[src/rtl/wb_rr_arbiter_pkg.sv]
// Shared types and helpers for the Wishbone round-robin arbiter.
package wb_rr_arbiter_pkg;

  // Bus ownership: either nobody owns the slave port, or one master does.
  typedef enum logic {
    ST_IDLE = 1'b0,
    ST_OWN  = 1'b1
  } arb_state_e;

  // Width of a master index; a single master still needs one bit.
  function automatic int unsigned idx_width(input int unsigned n);
    return (n > 1) ? $clog2(n) : 1;
  endfunction

endpackage

[src/rtl/wb_rr_arbiter_if.sv]
// Bundle of every Wishbone signal around the arbiter. All per-master buses
// are packed master i in slice [i*W +: W]. The slave modport is the
// arbiter's view; the master modport is the surrounding system (the bus
// masters plus the shared slave's response path).
interface wb_rr_arbiter_if #(
  parameter int NUM_MASTERS = 2,
  parameter int AW          = 32,
  parameter int DW          = 32
);
  // Master-side request buses
  logic [NUM_MASTERS*AW-1:0]     wbm_adr_i;
  logic [NUM_MASTERS*DW-1:0]     wbm_dat_i;
  logic [NUM_MASTERS*DW/8-1:0]   wbm_sel_i;
  logic [NUM_MASTERS-1:0]        wbm_we_i;
  logic [NUM_MASTERS-1:0]        wbm_cyc_i;
  logic [NUM_MASTERS-1:0]        wbm_stb_i;
  logic [NUM_MASTERS*3-1:0]      wbm_cti_i;
  logic [NUM_MASTERS*2-1:0]      wbm_bte_i;
  // Master-side responses
  logic [DW-1:0]                 wbm_dat_o;
  logic [NUM_MASTERS-1:0]        wbm_ack_o;
  logic [NUM_MASTERS-1:0]        wbm_err_o;
  logic [NUM_MASTERS-1:0]        wbm_rty_o;
  // Shared slave request
  logic [AW-1:0]                 wbs_adr_o;
  logic [DW-1:0]                 wbs_dat_o;
  logic [DW/8-1:0]               wbs_sel_o;
  logic                          wbs_we_o;
  logic                          wbs_cyc_o;
  logic                          wbs_stb_o;
  logic [2:0]                    wbs_cti_o;
  logic [1:0]                    wbs_bte_o;
  // Shared slave response
  logic [DW-1:0]                 wbs_dat_i;
  logic                          wbs_ack_i;
  logic                          wbs_err_i;
  logic                          wbs_rty_i;
  // Registered one-hot grant
  logic [NUM_MASTERS-1:0]        grant_o;

  modport slave (
    input  wbm_adr_i, wbm_dat_i, wbm_sel_i, wbm_we_i, wbm_cyc_i, wbm_stb_i,
           wbm_cti_i, wbm_bte_i,
    output wbm_dat_o, wbm_ack_o, wbm_err_o, wbm_rty_o,
    output wbs_adr_o, wbs_dat_o, wbs_sel_o, wbs_we_o, wbs_cyc_o, wbs_stb_o,
           wbs_cti_o, wbs_bte_o,
    input  wbs_dat_i, wbs_ack_i, wbs_err_i, wbs_rty_i,
    output grant_o
  );

  modport master (
    output wbm_adr_i, wbm_dat_i, wbm_sel_i, wbm_we_i, wbm_cyc_i, wbm_stb_i,
           wbm_cti_i, wbm_bte_i,
    input  wbm_dat_o, wbm_ack_o, wbm_err_o, wbm_rty_o,
    input  wbs_adr_o, wbs_dat_o, wbs_sel_o, wbs_we_o, wbs_cyc_o, wbs_stb_o,
           wbs_cti_o, wbs_bte_o,
    output wbs_dat_i, wbs_ack_i, wbs_err_i, wbs_rty_i,
    input  grant_o
  );

endinterface

[src/rtl/wb_rr_pick.sv]
// Combinational round-robin picker: the first requester found scanning
// ptr+1, ptr+2, ... (mod NUM_MASTERS) wins. ptr is the last winner, so a
// lone requester always wins regardless of where ptr points.
module wb_rr_pick
  import wb_rr_arbiter_pkg::*;
#(
  parameter int NUM_MASTERS = 2,
  parameter int IW          = idx_width(NUM_MASTERS)
) (
  input  logic [NUM_MASTERS-1:0] req,
  input  logic [IW-1:0]          ptr,
  output logic [NUM_MASTERS-1:0] gnt,
  output logic [IW-1:0]          gnt_idx
);

  logic          found;
  int            slot;
  logic [IW-1:0] slot_idx;

  // Scan all slots starting just after the last winner; first hit wins.
  always_comb begin
    // NOTE: every variable written here gets a default first, otherwise
    // paths that skip an assignment would infer a latch.
    gnt      = '0;
    gnt_idx  = '0;
    found    = 1'b0;
    slot     = 0;
    slot_idx = '0;
    for (int i = 1; i <= NUM_MASTERS; i++) begin
      slot = int'(ptr) + i;
      if (slot >= NUM_MASTERS) slot = slot - NUM_MASTERS;
      slot_idx = IW'(slot);
      if (!found && req[slot_idx]) begin
        found         = 1'b1;
        gnt[slot_idx] = 1'b1;
        gnt_idx       = slot_idx;
      end
    end
  end

endmodule

[src/rtl/wb_rr_arbiter.sv]
// Round-robin Wishbone B3 arbiter: NUM_MASTERS masters share one slave port.
// The grant is held for the whole cyc so bursts pass unbroken, one dead idle
// cycle separates owners, and a watchdog ends stalled accesses with err.
module wb_rr_arbiter
  import wb_rr_arbiter_pkg::*;
#(
  parameter int NUM_MASTERS = 2,
  parameter int AW          = 32,
  parameter int DW          = 32,
  parameter int TIMEOUT     = 255
) (
  input  logic          wb_clk,
  input  logic          wb_rst_n,
  wb_rr_arbiter_if.slave bus
);

  localparam int IW  = idx_width(NUM_MASTERS);
  localparam int WDW = (TIMEOUT > 0) ? $clog2(TIMEOUT + 1) : 1;

  arb_state_e             state_q, state_d;
  logic [NUM_MASTERS-1:0] grant_q, grant_d;
  logic [IW-1:0]          gidx_q, gidx_d;
  logic [IW-1:0]          ptr_q, ptr_d;
  logic [WDW-1:0]         wd_q, wd_d;

  logic [NUM_MASTERS-1:0] pick_gnt;
  logic [IW-1:0]          pick_idx;

  logic                   own;
  logic                   g_cyc, g_stb;
  logic                   resp;
  logic                   wd_fire;

  logic [AW-1:0]          m_adr;
  logic [DW-1:0]          m_dat;
  logic [DW/8-1:0]        m_sel;
  logic                   m_we;
  logic [2:0]             m_cti;
  logic [1:0]             m_bte;

  wb_rr_pick #(
    .NUM_MASTERS (NUM_MASTERS),
    .IW          (IW)
  ) u_pick (
    .req     (bus.wbm_cyc_i),
    .ptr     (ptr_q),
    .gnt     (pick_gnt),
    .gnt_idx (pick_idx)
  );

  assign own     = (state_q == ST_OWN);
  assign g_cyc   = own & |(grant_q & bus.wbm_cyc_i);
  assign g_stb   = g_cyc & |(grant_q & bus.wbm_stb_i);
  assign resp    = bus.wbs_ack_i | bus.wbs_err_i | bus.wbs_rty_i;
  assign wd_fire = (TIMEOUT > 0) && own && (wd_q == WDW'(TIMEOUT));

  // State, grant, last-winner pointer and watchdog registers.
  always_ff @(posedge wb_clk) begin
    // NOTE: sequential state uses non-blocking assignments so every register
    // samples the pre-edge values regardless of statement order.
    if (!wb_rst_n) begin
      state_q <= ST_IDLE;
      grant_q <= '0;
      gidx_q  <= '0;
      ptr_q   <= IW'(NUM_MASTERS - 1);
      wd_q    <= '0;
    end else begin
      state_q <= state_d;
      grant_q <= grant_d;
      gidx_q  <= gidx_d;
      ptr_q   <= ptr_d;
      wd_q    <= wd_d;
    end
  end

  // Next-state logic: arbitrate only from IDLE, release when owner drops cyc.
  always_comb begin
    state_d = state_q;
    grant_d = grant_q;
    gidx_d  = gidx_q;
    ptr_d   = ptr_q;
    unique case (state_q)
      ST_IDLE: begin
        if (|bus.wbm_cyc_i) begin
          state_d = ST_OWN;
          grant_d = pick_gnt;
          gidx_d  = pick_idx;
        end
      end
      ST_OWN: begin
        if (!g_cyc) begin
          state_d = ST_IDLE;
          grant_d = '0;
          ptr_d   = gidx_q;
        end
      end
      default: begin
        state_d = ST_IDLE;
        grant_d = '0;
      end
    endcase
  end

  // Watchdog counts stalled strobe cycles; any response, idle strobe or a
  // firing clears it, so it never wraps.
  always_comb begin
    if ((TIMEOUT == 0) || !g_stb || resp || wd_fire) wd_d = '0;
    else                                              wd_d = wd_q + 1'b1;
  end

  // Request mux: the one-hot grant selects the owner's slice; zero when idle.
  always_comb begin
    m_adr = '0;
    m_dat = '0;
    m_sel = '0;
    m_we  = 1'b0;
    m_cti = '0;
    m_bte = '0;
    for (int i = 0; i < NUM_MASTERS; i++) begin
      if (grant_q[i]) begin
        m_adr = bus.wbm_adr_i[i*AW +: AW];
        m_dat = bus.wbm_dat_i[i*DW +: DW];
        m_sel = bus.wbm_sel_i[i*(DW/8) +: (DW/8)];
        m_we  = bus.wbm_we_i[i];
        m_cti = bus.wbm_cti_i[i*3 +: 3];
        m_bte = bus.wbm_bte_i[i*2 +: 2];
      end
    end
  end

  assign bus.wbs_adr_o = m_adr;
  assign bus.wbs_dat_o = m_dat;
  assign bus.wbs_sel_o = m_sel;
  assign bus.wbs_we_o  = m_we;
  assign bus.wbs_cti_o = m_cti;
  assign bus.wbs_bte_o = m_bte;
  // A watchdog firing withdraws the request so the slave sees the cycle end.
  assign bus.wbs_cyc_o = g_cyc & ~wd_fire;
  assign bus.wbs_stb_o = g_stb & ~wd_fire;

  // Responses reach only the owner; a late slave ack during a firing is dropped.
  assign bus.wbm_dat_o = bus.wbs_dat_i;
  assign bus.wbm_ack_o = (own && !wd_fire && bus.wbs_ack_i)   ? grant_q : '0;
  assign bus.wbm_err_o = (own && (wd_fire || bus.wbs_err_i))  ? grant_q : '0;
  assign bus.wbm_rty_o = (own && !wd_fire && bus.wbs_rty_i)   ? grant_q : '0;
  assign bus.grant_o   = grant_q;

endmodule
[src/flat_wrapper.sv]
// flat-port wrapper written by rule: the top's interface ports become plain ports
module wb_rr_arbiter_flat import wb_rr_arbiter_pkg::*;
#(
  parameter int NUM_MASTERS = 2,
  parameter int AW          = 32,
  parameter int DW          = 32,
  parameter int TIMEOUT     = 255
)
  (wb_clk, wb_rst_n, bus_wbm_adr_i, bus_wbm_dat_i, bus_wbm_sel_i, bus_wbm_we_i, bus_wbm_cyc_i, bus_wbm_stb_i, bus_wbm_cti_i, bus_wbm_bte_i, bus_wbm_dat_o, bus_wbm_ack_o, bus_wbm_err_o, bus_wbm_rty_o, bus_wbs_adr_o, bus_wbs_dat_o, bus_wbs_sel_o, bus_wbs_we_o, bus_wbs_cyc_o, bus_wbs_stb_o, bus_wbs_cti_o, bus_wbs_bte_o, bus_wbs_dat_i, bus_wbs_ack_i, bus_wbs_err_i, bus_wbs_rty_i, bus_grant_o);
  wb_rr_arbiter_if #(.NUM_MASTERS(NUM_MASTERS), .AW(AW), .DW(DW)) bus_i ();
  input  logic wb_clk;
  input  logic wb_rst_n;
  input wire logic [$bits(bus_i.wbm_adr_i)-1:0] bus_wbm_adr_i;
  input wire logic [$bits(bus_i.wbm_dat_i)-1:0] bus_wbm_dat_i;
  input wire logic [$bits(bus_i.wbm_sel_i)-1:0] bus_wbm_sel_i;
  input wire logic [$bits(bus_i.wbm_we_i)-1:0] bus_wbm_we_i;
  input wire logic [$bits(bus_i.wbm_cyc_i)-1:0] bus_wbm_cyc_i;
  input wire logic [$bits(bus_i.wbm_stb_i)-1:0] bus_wbm_stb_i;
  input wire logic [$bits(bus_i.wbm_cti_i)-1:0] bus_wbm_cti_i;
  input wire logic [$bits(bus_i.wbm_bte_i)-1:0] bus_wbm_bte_i;
  output wire logic [$bits(bus_i.wbm_dat_o)-1:0] bus_wbm_dat_o;
  output wire logic [$bits(bus_i.wbm_ack_o)-1:0] bus_wbm_ack_o;
  output wire logic [$bits(bus_i.wbm_err_o)-1:0] bus_wbm_err_o;
  output wire logic [$bits(bus_i.wbm_rty_o)-1:0] bus_wbm_rty_o;
  output wire logic [$bits(bus_i.wbs_adr_o)-1:0] bus_wbs_adr_o;
  output wire logic [$bits(bus_i.wbs_dat_o)-1:0] bus_wbs_dat_o;
  output wire logic [$bits(bus_i.wbs_sel_o)-1:0] bus_wbs_sel_o;
  output wire logic [$bits(bus_i.wbs_we_o)-1:0] bus_wbs_we_o;
  output wire logic [$bits(bus_i.wbs_cyc_o)-1:0] bus_wbs_cyc_o;
  output wire logic [$bits(bus_i.wbs_stb_o)-1:0] bus_wbs_stb_o;
  output wire logic [$bits(bus_i.wbs_cti_o)-1:0] bus_wbs_cti_o;
  output wire logic [$bits(bus_i.wbs_bte_o)-1:0] bus_wbs_bte_o;
  input wire logic [$bits(bus_i.wbs_dat_i)-1:0] bus_wbs_dat_i;
  input wire logic [$bits(bus_i.wbs_ack_i)-1:0] bus_wbs_ack_i;
  input wire logic [$bits(bus_i.wbs_err_i)-1:0] bus_wbs_err_i;
  input wire logic [$bits(bus_i.wbs_rty_i)-1:0] bus_wbs_rty_i;
  output wire logic [$bits(bus_i.grant_o)-1:0] bus_grant_o;
  assign bus_i.wbm_adr_i = bus_wbm_adr_i;
  assign bus_i.wbm_dat_i = bus_wbm_dat_i;
  assign bus_i.wbm_sel_i = bus_wbm_sel_i;
  assign bus_i.wbm_we_i = bus_wbm_we_i;
  assign bus_i.wbm_cyc_i = bus_wbm_cyc_i;
  assign bus_i.wbm_stb_i = bus_wbm_stb_i;
  assign bus_i.wbm_cti_i = bus_wbm_cti_i;
  assign bus_i.wbm_bte_i = bus_wbm_bte_i;
  assign bus_wbm_dat_o = bus_i.wbm_dat_o;
  assign bus_wbm_ack_o = bus_i.wbm_ack_o;
  assign bus_wbm_err_o = bus_i.wbm_err_o;
  assign bus_wbm_rty_o = bus_i.wbm_rty_o;
  assign bus_wbs_adr_o = bus_i.wbs_adr_o;
  assign bus_wbs_dat_o = bus_i.wbs_dat_o;
  assign bus_wbs_sel_o = bus_i.wbs_sel_o;
  assign bus_wbs_we_o = bus_i.wbs_we_o;
  assign bus_wbs_cyc_o = bus_i.wbs_cyc_o;
  assign bus_wbs_stb_o = bus_i.wbs_stb_o;
  assign bus_wbs_cti_o = bus_i.wbs_cti_o;
  assign bus_wbs_bte_o = bus_i.wbs_bte_o;
  assign bus_i.wbs_dat_i = bus_wbs_dat_i;
  assign bus_i.wbs_ack_i = bus_wbs_ack_i;
  assign bus_i.wbs_err_i = bus_wbs_err_i;
  assign bus_i.wbs_rty_i = bus_wbs_rty_i;
  assign bus_grant_o = bus_i.grant_o;
  wb_rr_arbiter #(.NUM_MASTERS(NUM_MASTERS), .AW(AW), .DW(DW), .TIMEOUT(TIMEOUT)) u_core (.wb_clk(wb_clk), .wb_rst_n(wb_rst_n), .bus(bus_i));
endmodule
[config.mk]
export PLATFORM = sky130hd
export DESIGN_NAME = wb_rr_arbiter_flat
export DESIGN_NICKNAME = d
export VERILOG_FILES = /design/src/rtl/wb_rr_arbiter_pkg.sv /design/src/rtl/wb_rr_arbiter_if.sv /design/src/rtl/wb_rr_pick.sv /design/src/rtl/wb_rr_arbiter.sv /design/src/flat_wrapper.sv
export SDC_FILE = /design/constraint.sdc
export NUM_CORES = 1
export LEC_CHECK = 0
export ABC_AREA = 1
export BUFFER_PORTS_ARGS = -buffer_cell sky130_fd_sc_hd__buf_4
export CAP_MARGIN = 20
export CORE_AREA = 5 5 116 118
export DETAILED_ROUTE_END_ITERATION = 6
export DIE_AREA = 0 0 121 123
export GPL_TIMING_DRIVEN = 0
export HOLD_SLACK_MARGIN = 0.05
export SETUP_SLACK_MARGIN = 0.4
export SLEW_MARGIN = 10
export SYNTH_ARGS = -nofsm -noshare
export SYNTH_HDL_FRONTEND = slang
export SYNTH_SLANG_ARGS = --single-unit
export TNS_END_PERCENT = 10
[constraint.sdc]
create_clock -name wb_clk -period 3.2 [get_ports wb_clk]
set_clock_uncertainty 0.15 [all_clocks]
set_input_delay 0.48 -clock wb_clk [delete_from_list [all_inputs] [get_ports wb_clk]]
set_output_delay 0.48 -clock wb_clk [all_outputs]
set_load 0.005 [all_outputs]
==> out/qor.yml, run 1 <==
result_of_the_run: "finished, final reports clean"
post_syn_instances: 381
power_leakage_uw: 0.00252
die_x_um: 121
timing.critical_path.arrival_ns: 1.72
cts_resized: 0
post_synth_main_area_contributors: "sky130_fd_sc_hd__nand2_1, sky130_fd_sc_hd__nand3_1, sky130_fd_sc_hd__buf_4"
cts_tree: "yes"
worstPathMaxFanout: 10
detailedRoute.firstPassIterationCount: 4
synth_largest_type_area_fraction: 0.317
wl_per_cell_um: 14.3
worst_max_slew_margin_expressed_relative_to_the_limit: 0.518
max_clock_freq_ghz: 0.426
period_minus_ws_final_ns: 2.35
drv_cap: 0
route.met2.wl_um: 5830
grt_usage: 0.136
drt-initial-drc-count: 146
worst_setup_hold_path_clk_slew_ns: 0.04
dpl.hpwl_um: 10000
finalHoldViolations: 0
synthesis.nets: 571
post_cts_setup_bufs: 0
fp.dieArea_mm2: 0.0149
wirelength_um: 11800
p_per_area_mw_per_mm2: 220
synthesis.area_per_instance_um2: 5.25
clk-insertion-delay-late_ns: 0.24
met3RoutedLength_um: 1220
timing.setup.critical_path_class: "register to output pin"
yosys_register_bits: 13
die_h_um: 123
grt_max_degree: 11
postRouteAntennaNets: 0
portBuffers: 272
tritoncts.num_buffers: 3
antennaDiodeCount: 0
most_frequent_cells_in_the_layout: "sky130_fd_sc_hd__buf_4, sky130_fd_sc_hd__nand2_1, sky130_fd_sc_hd__nand3_1, sky130_fd_sc_hd__nor2_1, sky130_fd_sc_hd__buf_2"
cts_hold_buffers: 0
remaining_drc_errors: 0
routed.top_layer: "met4"
antenna_found_initial: 0
globalRouteOverflowTotal: 0
least_margin_pin_slew_ns: 0.723
synth_area_mm2: 0.00200
synth_seq_area_share: 0.130
yosys_warnings: 0
placeableCoreArea_mm2: 0.0124
m1WireLength_um: 4750
start_util: 0.162
route.vias.total: 3321
cts-root-to-sink-buffers: 2
site_row_count: 41
critPathCaptureType: "output pin"
setup_repair_after_global_routing_missed_its_margin: "false"
layout.cells.most_common: "sky130_fd_sc_hd__buf_4"
synth_cell_types: 23
setup-violations-final: 0
cts_num_sinks: 13
part_of_the_cycle_the_worst_path_needs: 0.733
clockRootBuffer: "sky130_fd_sc_hd__clkbuf_16"
critPathRequiredTime_ns: 2.57
placedInstanceArea_mm2: 0.00426
worst_ir_drop_vdd_v: 0.000316
via_count_of_the_first_global_routing_pass: 3050
io-pin-count: 305
timing.hold.worst.class: "register to register"
layout.nets: 848
area_delta_synth_final_pct: 117
gp_congestion: 0.823
synthDominantAreaCellType: "sky130_fd_sc_hd__nand2_1"
fill_cells: 1398
fin_area_mm2: 0.00434
startpoint_type_of_the_worst_setup_path: "register"
final_layout_size_suffix_gt1_frac: 0.513
cts_htree_levels: 1
final.setup.tns_ns: 0
viasPerCell: 4.01
report.final.slew_viol_count: 0
grt_first_pass_wirelength_um: 16300
per-layer routing:
metal	vias to the layer above	GRT usage
li1	1726	-
met1	1424	0.179
met2	166	0.236
met3	5	0.0343
met4	0	0.00850
met5	-	0
stage by stage:
stage,total power [uW],instances,setup slack [ns],hold slack (ns),util
after CTS,969,829,0.812,0.296,0.351
after floorplan,368,381,1.56,0.268,-
after global routing,1020,829,0.751,0.318,0.351
final,953,829,0.853,0.292,0.351
after global placement,727,825,1.13,0.284,0.344
after detailed placement,729,825,1.08,0.290,0.344
cells by family (layout without fill, tap and decap cells):
logic type                 count (synthesis)  in the layout  synth area share
and+or+nand+nor                          284            284             0.609
xor gates and xnor gates                   3              3            0.0131
buffers and inverters                     72            348             0.218
AOI/OAI and AO/OA                          8              8            0.0238
DFF                                       13             13             0.130
adders and majority gates                  1              1           0.00626
critical path: stages, from the launching register on:
cell,delay (ns)
sky130_fd_sc_hd__dfxtp_1,0.32
sky130_fd_sc_hd__buf_2,0.18
sky130_fd_sc_hd__clkbuf_1,0.57
sky130_fd_sc_hd__nand3_1,0.18
sky130_fd_sc_hd__nand2_1,0.10
sky130_fd_sc_hd__buf_4,0.11
worst paths after layout:
check	start	to	slack, ns	depth (start not counted)
setup / recovery	u_core.bus.grant_o[0]	bus_wbs_adr_o[1]	0.85	5
hold / removal	u_core.wd_q[0]	u_core.wd_q[0]	0.29	1
setup reg to reg	u_core.wd_q[0]	u_core.wd_q[3]	1.81	6
hold reg to reg	u_core.wd_q[0]	u_core.wd_q[0]	0.29	1
sequential cells by signal, summed over array words and instances, names as in the netlist:
signal / count
u_core.ptr_q: 1
u_core.own: 1
u_core.wd_q: 8
u_core.bus.grant_o: 2
u_core.gidx_q: 1
power by group:
group | switching [uW] | internal [uW] | leakage [uW]
registers | 2.73 | 168 | 0.000106
clock network | 66.6 | 168 | 0.0000382
logic | 228 | 321 | 0.00238
layout make-up:
class,instances,area (um^2),area share
plain buffers,59,387,0.0892
flip-flops and latches,13,260,0.0600
well taps,172,215,0.0496
clock buffers,4,78.8,0.0182
inverters,13,48.8,0.0113
multi-input cells,296,1300,0.301
repair buffers,272,2040,0.471
Yosys cell counts:
library cell and n:
sky130_fd_sc_hd__nand2_1 169, sky130_fd_sc_hd__nand3_1 85, sky130_fd_sc_hd__buf_4 39, sky130_fd_sc_hd__nor2_1 20, sky130_fd_sc_hd__buf_2 15, sky130_fd_sc_hd__dfxtp_1 13
sky130_fd_sc_hd__inv_1 12, sky130_fd_sc_hd__clkbuf_1 5, sky130_fd_sc_hd__a21oi_1 4, sky130_fd_sc_hd__nand2_2 3, sky130_fd_sc_hd__nand4_1 2, sky130_fd_sc_hd__o21bai_1 2
sky130_fd_sc_hd__xnor2_1 2, sky130_fd_sc_hd__ha_1 1, sky130_fd_sc_hd__inv_2 1, sky130_fd_sc_hd__nand2_4 1, sky130_fd_sc_hd__nand3_4 1, sky130_fd_sc_hd__nor2_2 1
sky130_fd_sc_hd__nor2_4 1, sky130_fd_sc_hd__nor3_1 1, sky130_fd_sc_hd__o211ai_1 1, sky130_fd_sc_hd__o21ai_1 1, sky130_fd_sc_hd__xor2_1 1
(Power assumes the default switching activity.)
==> inputs of run 2 (changes only) <==
Clock period 3.2 ns to 2.1 ns, I/O delays scaled along.
==> run 2 against run 1 <==
Against the previous run:
- utilization up 2.9 points
- worst hold slack worse by 0.15 ns
- design area grew 8.3%
- largest power group unchanged
==> out/qor.yml, run 2 (same netlist as run 1, synthesis figures left out) <==
route.vias.total: 3399  # +2.3%
timing.hold.worst.class: "input pin to register"
final.setup.tns_ns: 0  # unchanged
remaining_drc_errors: 0  # unchanged
grt_max_degree: 11  # unchanged
max_clock_freq_ghz: 0.547
critPathCaptureType: "output pin"
timing.hold.worst_path_depth: 2  # +1
antenna_found_initial: 0  # unchanged
io-pin-count: 305  # unchanged
most_frequent_cells_in_the_layout: "sky130_fd_sc_hd__buf_4, sky130_fd_sc_hd__nand2_1, sky130_fd_sc_hd__nand3_1, sky130_fd_sc_hd__nor2_1, sky130_fd_sc_hd__inv_1"
worstPathMaxFanout: 7  # -3
placement.setup.worst_slack_ns: 0.144  # -0.935 ns
detailedRoute.firstPassIterationCount: 4  # unchanged
result_of_the_run: "finished, final reports clean"
postRouteAntennaNets: 0  # unchanged
fp.dieArea_mm2: 0.0149  # unchanged
grt_usage: 0.137  # +0.000868
setup_repair_after_global_routing_missed_its_margin: "true"
gp_congestion: 0.823  # unchanged
setup_slack_ns: 0.272  # -0.581 ns
r2r-end: "u_core.bus.grant_o[1]"
finalHoldWorstSlack_ns: 0.146  # -0.146 ns
max_flop_register: "u_core.wd_q"
dpl.hpwl_um: 10000  # unchanged
globalRouteOverflowTotal: 0  # unchanged
layout.cells.most_common: "sky130_fd_sc_hd__buf_4"
placeableCoreArea_mm2: 0.0124  # unchanged
largest_reg_flops: 8  # unchanged
start_util: 0.162  # unchanged
r2r-start: "u_core.bus.grant_o[1]"
tritoncts.num_buffers: 3  # unchanged
holdCritStartpoint: "wb_rst_n"
report.final.slew_viol_count: 0  # unchanged
critPathRequiredTime_ns: 1.63  # -0.94 ns
cts_hold_buffers: 0  # unchanged
cts_htree_levels: 1  # unchanged
timing.critical_path.arrival_ns: 1.36  # -0.36 ns
wl_per_cell_um: 14.8  # +3.6%
fin_area_mm2: 0.00470  # +8.3%
layout.nets: 858  # +1.2%
via_count_of_the_first_global_routing_pass: 3121  # +2.3%
setup-violations-final: 0  # unchanged
timing.reg2reg.setup_slack_ns: 0.79  # -1.02 ns
worst_ir_drop_vdd_v: 0.000490  # +55%
worst_setup_hold_path_clk_slew_ns: 0.04  # about the same
ff2ff_path_depth: 6  # unchanged
clk-insertion-delay-late_ns: 0.24  # about the same
p_per_area_mw_per_mm2: 330  # +50%
viasPerCell: 4.05  # +1.1%
worst_max_slew_margin_expressed_relative_to_the_limit: 0.819  # +0.301
drt-initial-drc-count: 171  # +17%
period_minus_ws_final_ns: 1.83
finalHoldViolations: 0  # unchanged
least_margin_pin_slew_ns: 0.270  # -0.453 ns
die_h_um: 123  # unchanged
portBuffers: 272  # unchanged
placedInstanceArea_mm2: 0.00426  # unchanged
site_row_count: 41  # unchanged
area_delta_synth_final_pct: 135
clockRootBuffer: "sky130_fd_sc_hd__clkbuf_16"
part_of_the_cycle_the_worst_path_needs: 0.870
whs_endpoint: "u_core.ptr_q"
grt_first_pass_wirelength_um: 16400  # +1.1%
drv_cap: 0  # unchanged
fill_cells: 1357  # -2.9%
final_layout_size_suffix_gt1_frac: 0.549  # +0.0358
cts_tree: "yes"
wirelength_um: 12400  # +4.8%
timing.setup.critical_path_class: "register to output pin"
power_leakage_uw: 0.00266  # +5.4%
die_x_um: 121  # unchanged
cts_num_sinks: 13  # unchanged
antennaDiodeCount: 0  # unchanged
startpoint_type_of_the_worst_setup_path: "register"
cts-root-to-sink-buffers: 2  # unchanged
## run 2: changes by cell type in the layout (fill, tap and decap cells not counted), moves of 4 or more
cell,change
sky130_fd_sc_hd__buf_2,-13
sky130_fd_sc_hd__buf_6,+10
sky130_fd_sc_hd__buf_4,+5
sky130_fd_sc_hd__clkbuf_1,-5
sky130_fd_sc_hd__dfxtp_1,-4
sky130_fd_sc_hd__dfxtp_2,+4
sky130_fd_sc_hd__nand2_1,-4
sky130_fd_sc_hd__nand2_2,+4
## run 2: per-stage QoR
step                 util  power (uW)  instances
CTS                 0.366        1520        833
global route        0.380        1660        839
finish              0.380        1550        839
global placement    0.344        1110        825
floorplan               -         561        381
detailed placement  0.344        1110        825
## run 2: timing repair
item                                    in CTS  in global routing
cloned                                       0                  3
endpoints found under the setup margin      82                 82
setup buffers                                4                  3
gates resized for setup                     49                 24
endpoints found under the hold margin        0                  0
pin swaps                                    2                  2
## run 2: power by group
group / internal [uW] / switching (uW) / total, uW
clock network: 256 / 105 / 361
logic: 559 / 369 / 928
registers: 256 / 4.97 / 261
total: 1070 / 478 / 1550
## run 2: worst max-delay path, cell delays in order (launching register included)
cell and delay [ns]:
sky130_fd_sc_hd__dfxtp_2 0.34, sky130_fd_sc_hd__buf_8 0.15, sky130_fd_sc_hd__clkinv_8 0.08, sky130_fd_sc_hd__buf_12 0.14
sky130_fd_sc_hd__clkbuf_16 0.15, sky130_fd_sc_hd__nand3_1 0.06, sky130_fd_sc_hd__nand2_1 0.06, sky130_fd_sc_hd__buf_4 0.14
## run 2: worst max path at each step
stage | from | endpoint | slack [ns]
detailed placement | u_core.bus.grant_o[0] | bus_wbs_adr_o[1] | 0.14
finish | u_core.bus.grant_o[1] | bus_wbs_dat_o[10] | 0.27
global placement | u_core.bus.grant_o[1] | bus_wbs_adr_o[0] | 0.20
CTS | u_core.wd_q[0] | bus_wbm_err_o[1] | 0.28
floorplan | u_core.wd_q[0] | bus_wbs_stb_o | 0.62
global route | u_core.wd_q[0] | bus_wbm_err_o[1] | 0.19
## run 2: layer usage
metal,vias to the layer above,share of wire,global-route usage,routed length [um]
met3,5,0.096,0.0339,1190
met5,-,0,0,0
li1,1753,-,-,-
met1,1486,0.40,0.177,4910
met4,0,0.0022,0.00850,27
met2,155,0.51,0.242,6280
## run 2: final cells by class
type,count,area [um^2],share of cell area
Sequential cell,13,265,0.0565
Multi-Input combinational cell,296,1360,0.290
Tap cell,172,215,0.0458
Inverter,13,61.3,0.0131
Timing Repair Buffer,282,2180,0.464
Buffer,59,536,0.114
Clock buffer,4,78.8,0.0168
==> inputs of run 3 (changes only) <==
Clock period 2.1 ns to 1.65 ns, I/O delays scaled along.
==> run 3 against run 2 <==
Against the previous run:
- the flow now finishes with violations (setup timing)
- clock power grew 25%
- utilization grew 3.7 points
- setup slack lost 0.37 ns
- wire length shrank 1.4%
- combinational power grew 41%
- total power grew 35%
- sequential share of layout area shrank 0.46 points
- design area grew 9.8%
- via count grew 1.9%
- critical endpoint is now bus_wbm_err_o[0]
- largest cell class unchanged
==> out/qor.yml, run 3 (same netlist as run 1, synthesis figures left out) <==
max_clock_freq_ghz: 0.571
area_delta_synth_final_pct: 158
antenna_found_initial: 0  # unchanged
p_per_area_mw_per_mm2: 405  # +23%
timing.critical_path.slowest_cell_delay_ns: 0.35  # about the same
timing.hold.worst_path_depth: 2  # unchanged
die_h_um: 123  # unchanged
remaining_drc_errors: 0  # unchanged
use_met2: 0.253  # +0.0104
cts_htree_levels: 1  # unchanged
startpoint_type_of_the_worst_setup_path: "register"
power_leakage_uw: 0.00279  # +4.8%
multiInputGateArea_mm2: 0.00162  # +19%
dpl.hpwl_um: 9690  # -3.3%
die_x_um: 121  # unchanged
via_count_of_the_first_global_routing_pass: 3252  # +4.2%
wirelength_um: 12200  # -1.4%
result_of_the_run: "finished with violations"
post-route-util: 0.417  # +0.0373
timing.setup.critical_path_class: "register to output pin"
gr-usage-met1: 0.171  # -0.00593
worst_max_slew_margin_expressed_relative_to_the_limit: 0.848  # +0.0299
timing.critical_path.cells: "ha_4 > nand2_4 > nor2_4 > nand2_2 > nand2_2 > nand2_2 > nor2_2 > buf_4"
cts_tree: "yes"
grt_first_pass_wirelength_um: 16800  # +2.4%
timing.reg2reg.setup_slack_ns: 0.27  # -0.52 ns
layout.nets: 863  # +0.58%
detailedRoute.firstPassIterationCount: 4  # unchanged
drv_cap: 0  # unchanged
placeableCoreArea_mm2: 0.0124  # unchanged
clk-insertion-delay-late_ns: 0.24  # about the same
worstPathMaxFanout: 3  # -4
period_minus_ws_final_ns: 1.75
grt_max_degree: 11  # unchanged
route.vias.total: 3462  # +1.9%
ff2ff_path_depth: 8  # +2
tritoncts.num_buffers: 3  # unchanged
grt_usage: 0.138  # +0.000745
antennaDiodeCount: 0  # unchanged
globalRouteOverflowTotal: 0  # unchanged
fill_cells: 1285  # -5.3%
timing.critical_path.buf_inv: 1  # -4
groute.layer.met3.usage: 0.0311  # -0.00274
worst_setup_hold_path_clk_slew_ns: 0.04  # about the same
drt-initial-drc-count: 148  # -13%
postRouteAntennaNets: 0  # unchanged
start_util: 0.162  # unchanged
holdCritStartpoint: "wb_rst_n"
clockRootBuffer: "sky130_fd_sc_hd__clkbuf_16"
gp_congestion: 0.799  # -2.9%
setup_repair_after_global_routing_missed_its_margin: "true"
r2r-end: "u_core.wd_q[0]"
r2r-start: "u_core.bus.grant_o[1]"
sequential_cell_area_in_the_final_layout_um2: 268  # +0.94%
finalHoldViolations: 0  # unchanged
layout.cells.most_common: "sky130_fd_sc_hd__buf_4"
failed_checks: "setup timing"
wl_per_cell_um: 14.5  # -1.9%
critPathCaptureType: "output pin"
report.final.slew_viol_count: 0  # unchanged
critical_path.startpoint: "u_core.wd_q[1]"
site_row_count: 41  # unchanged
most_frequent_cells_in_the_layout: "sky130_fd_sc_hd__buf_4, sky130_fd_sc_hd__nand2_1, sky130_fd_sc_hd__nand3_1, sky130_fd_sc_hd__nand3_2, sky130_fd_sc_hd__nand2_2"
whs_endpoint: "u_core.ptr_q"
timing.critical_path.arrival_ns: 1.36  # about the same
portBuffers: 272  # unchanged
crit_path_top_delay_cell: "sky130_fd_sc_hd__dfxtp_2"
setup-violations-final: 56  # +56
fp.dieArea_mm2: 0.0149  # unchanged
setup_slack_ns: -0.103  # -0.375 ns
critPathRequiredTime_ns: 1.25  # -0.38 ns
worst_ir_drop_vdd_v: 0.000679  # +39%
cts-root-to-sink-buffers: 2  # unchanged
cts_hold_buffers: 0  # unchanged
cpMostUsedCell: "sky130_fd_sc_hd__nand2_2"
least_margin_pin_slew_ns: 0.227  # -0.0434 ns
largest_reg_flops: 8  # unchanged
io-pin-count: 305  # unchanged
grt_most_used_layer: "met2"
part_of_the_cycle_the_worst_path_needs: 1.06
max_flop_register: "u_core.wd_q"
final_layout_size_suffix_gt1_frac: 0.650  # +0.102
viasPerCell: 4.10  # +1.3%
cts_num_sinks: 13  # unchanged
timing.hold.worst.class: "input pin to register"
path_delay_family: "simple AND/OR/NAND/NOR gates"
placement.setup.worst_slack_ns: -0.0678  # -0.212 ns
## run 3: cell types whose count changed in the layout (fill, tap and decap cells not counted), sizes merged
cell,delta
inv,+1
bufbuf,+1
clkbuf,-3
buf,+7
clkinv,-1
## run 3: metal layers
layer  wire length, um  up-vias
met1              4710     1528
met2              6440      159
met4                56        0
met5                 0        -
met3              1030        8
li1                  -     1767
## run 3: power breakdown
group | total, uW | internal [uW] | switching (uW)
Sequential | 332 | 326 | 5.82
Clock | 451 | 325 | 126
Combinational | 1310 | 794 | 515
## run 3: timing repair
item	4_1_cts	5_1_grt
gates resized for setup	90	66
setup buffers	8	2
setup endpoints to repair	90	93
gates cloned	3	2
pin swaps	20	26
## run 3: stage by stage
step | instances | area [um^2] | total power (uW) | hold slack, ns | TNS (ns)
finish | 844 | 5160 | 2090 | 0.0865 | -1.97
global route | 844 | 5160 | 2230 | 0.0971 | -6.27
CTS | 840 | 4850 | 2020 | 0.0906 | -1.62
detailed placement | 825 | 4300 | 1410 | 0.286 | -0.237
global placement | 825 | 4300 | 1410 | 0.284 | -0.404
floorplan | 381 | 2050 | 725 | 0.182 | 0
## run 3: cell type report
type | count | share of cell area
sequential | 13 | 0.0519
multi-input combinational | 296 | 0.314
clock buffer | 4 | 0.0153
timing repair buffer | 287 | 0.450
buffer | 59 | 0.116
inverter | 13 | 0.0109
tap | 172 | 0.0417
## run 3: worst reg2reg max path, cell delays in order (launching register included)
cell and delay [ns]:
sky130_fd_sc_hd__dfxtp_2 0.34, sky130_fd_sc_hd__buf_6 0.14, sky130_fd_sc_hd__buf_6 0.11, sky130_fd_sc_hd__nand2_2 0.06, sky130_fd_sc_hd__nand2_2 0.08, sky130_fd_sc_hd__nand2_4 0.07
sky130_fd_sc_hd__nor2_4 0.12, sky130_fd_sc_hd__nand3_4 0.13, sky130_fd_sc_hd__nor2_1 0.12
## run 3: worst max-delay path by stage
stage                        end  slack [ns]  depth (start not counted)
3_3_place_gp   bus_wbs_dat_o[19]       -0.09                          7
5_1_grt         bus_wbm_err_o[0]       -0.18                          8
6_report        bus_wbm_err_o[0]       -0.10                          8
2_1_floorplan   bus_wbm_err_o[0]        0.29                          7
4_1_cts         bus_wbm_err_o[0]       -0.07                          8
3_5_place_dp   bus_wbs_dat_o[19]       -0.07                          7
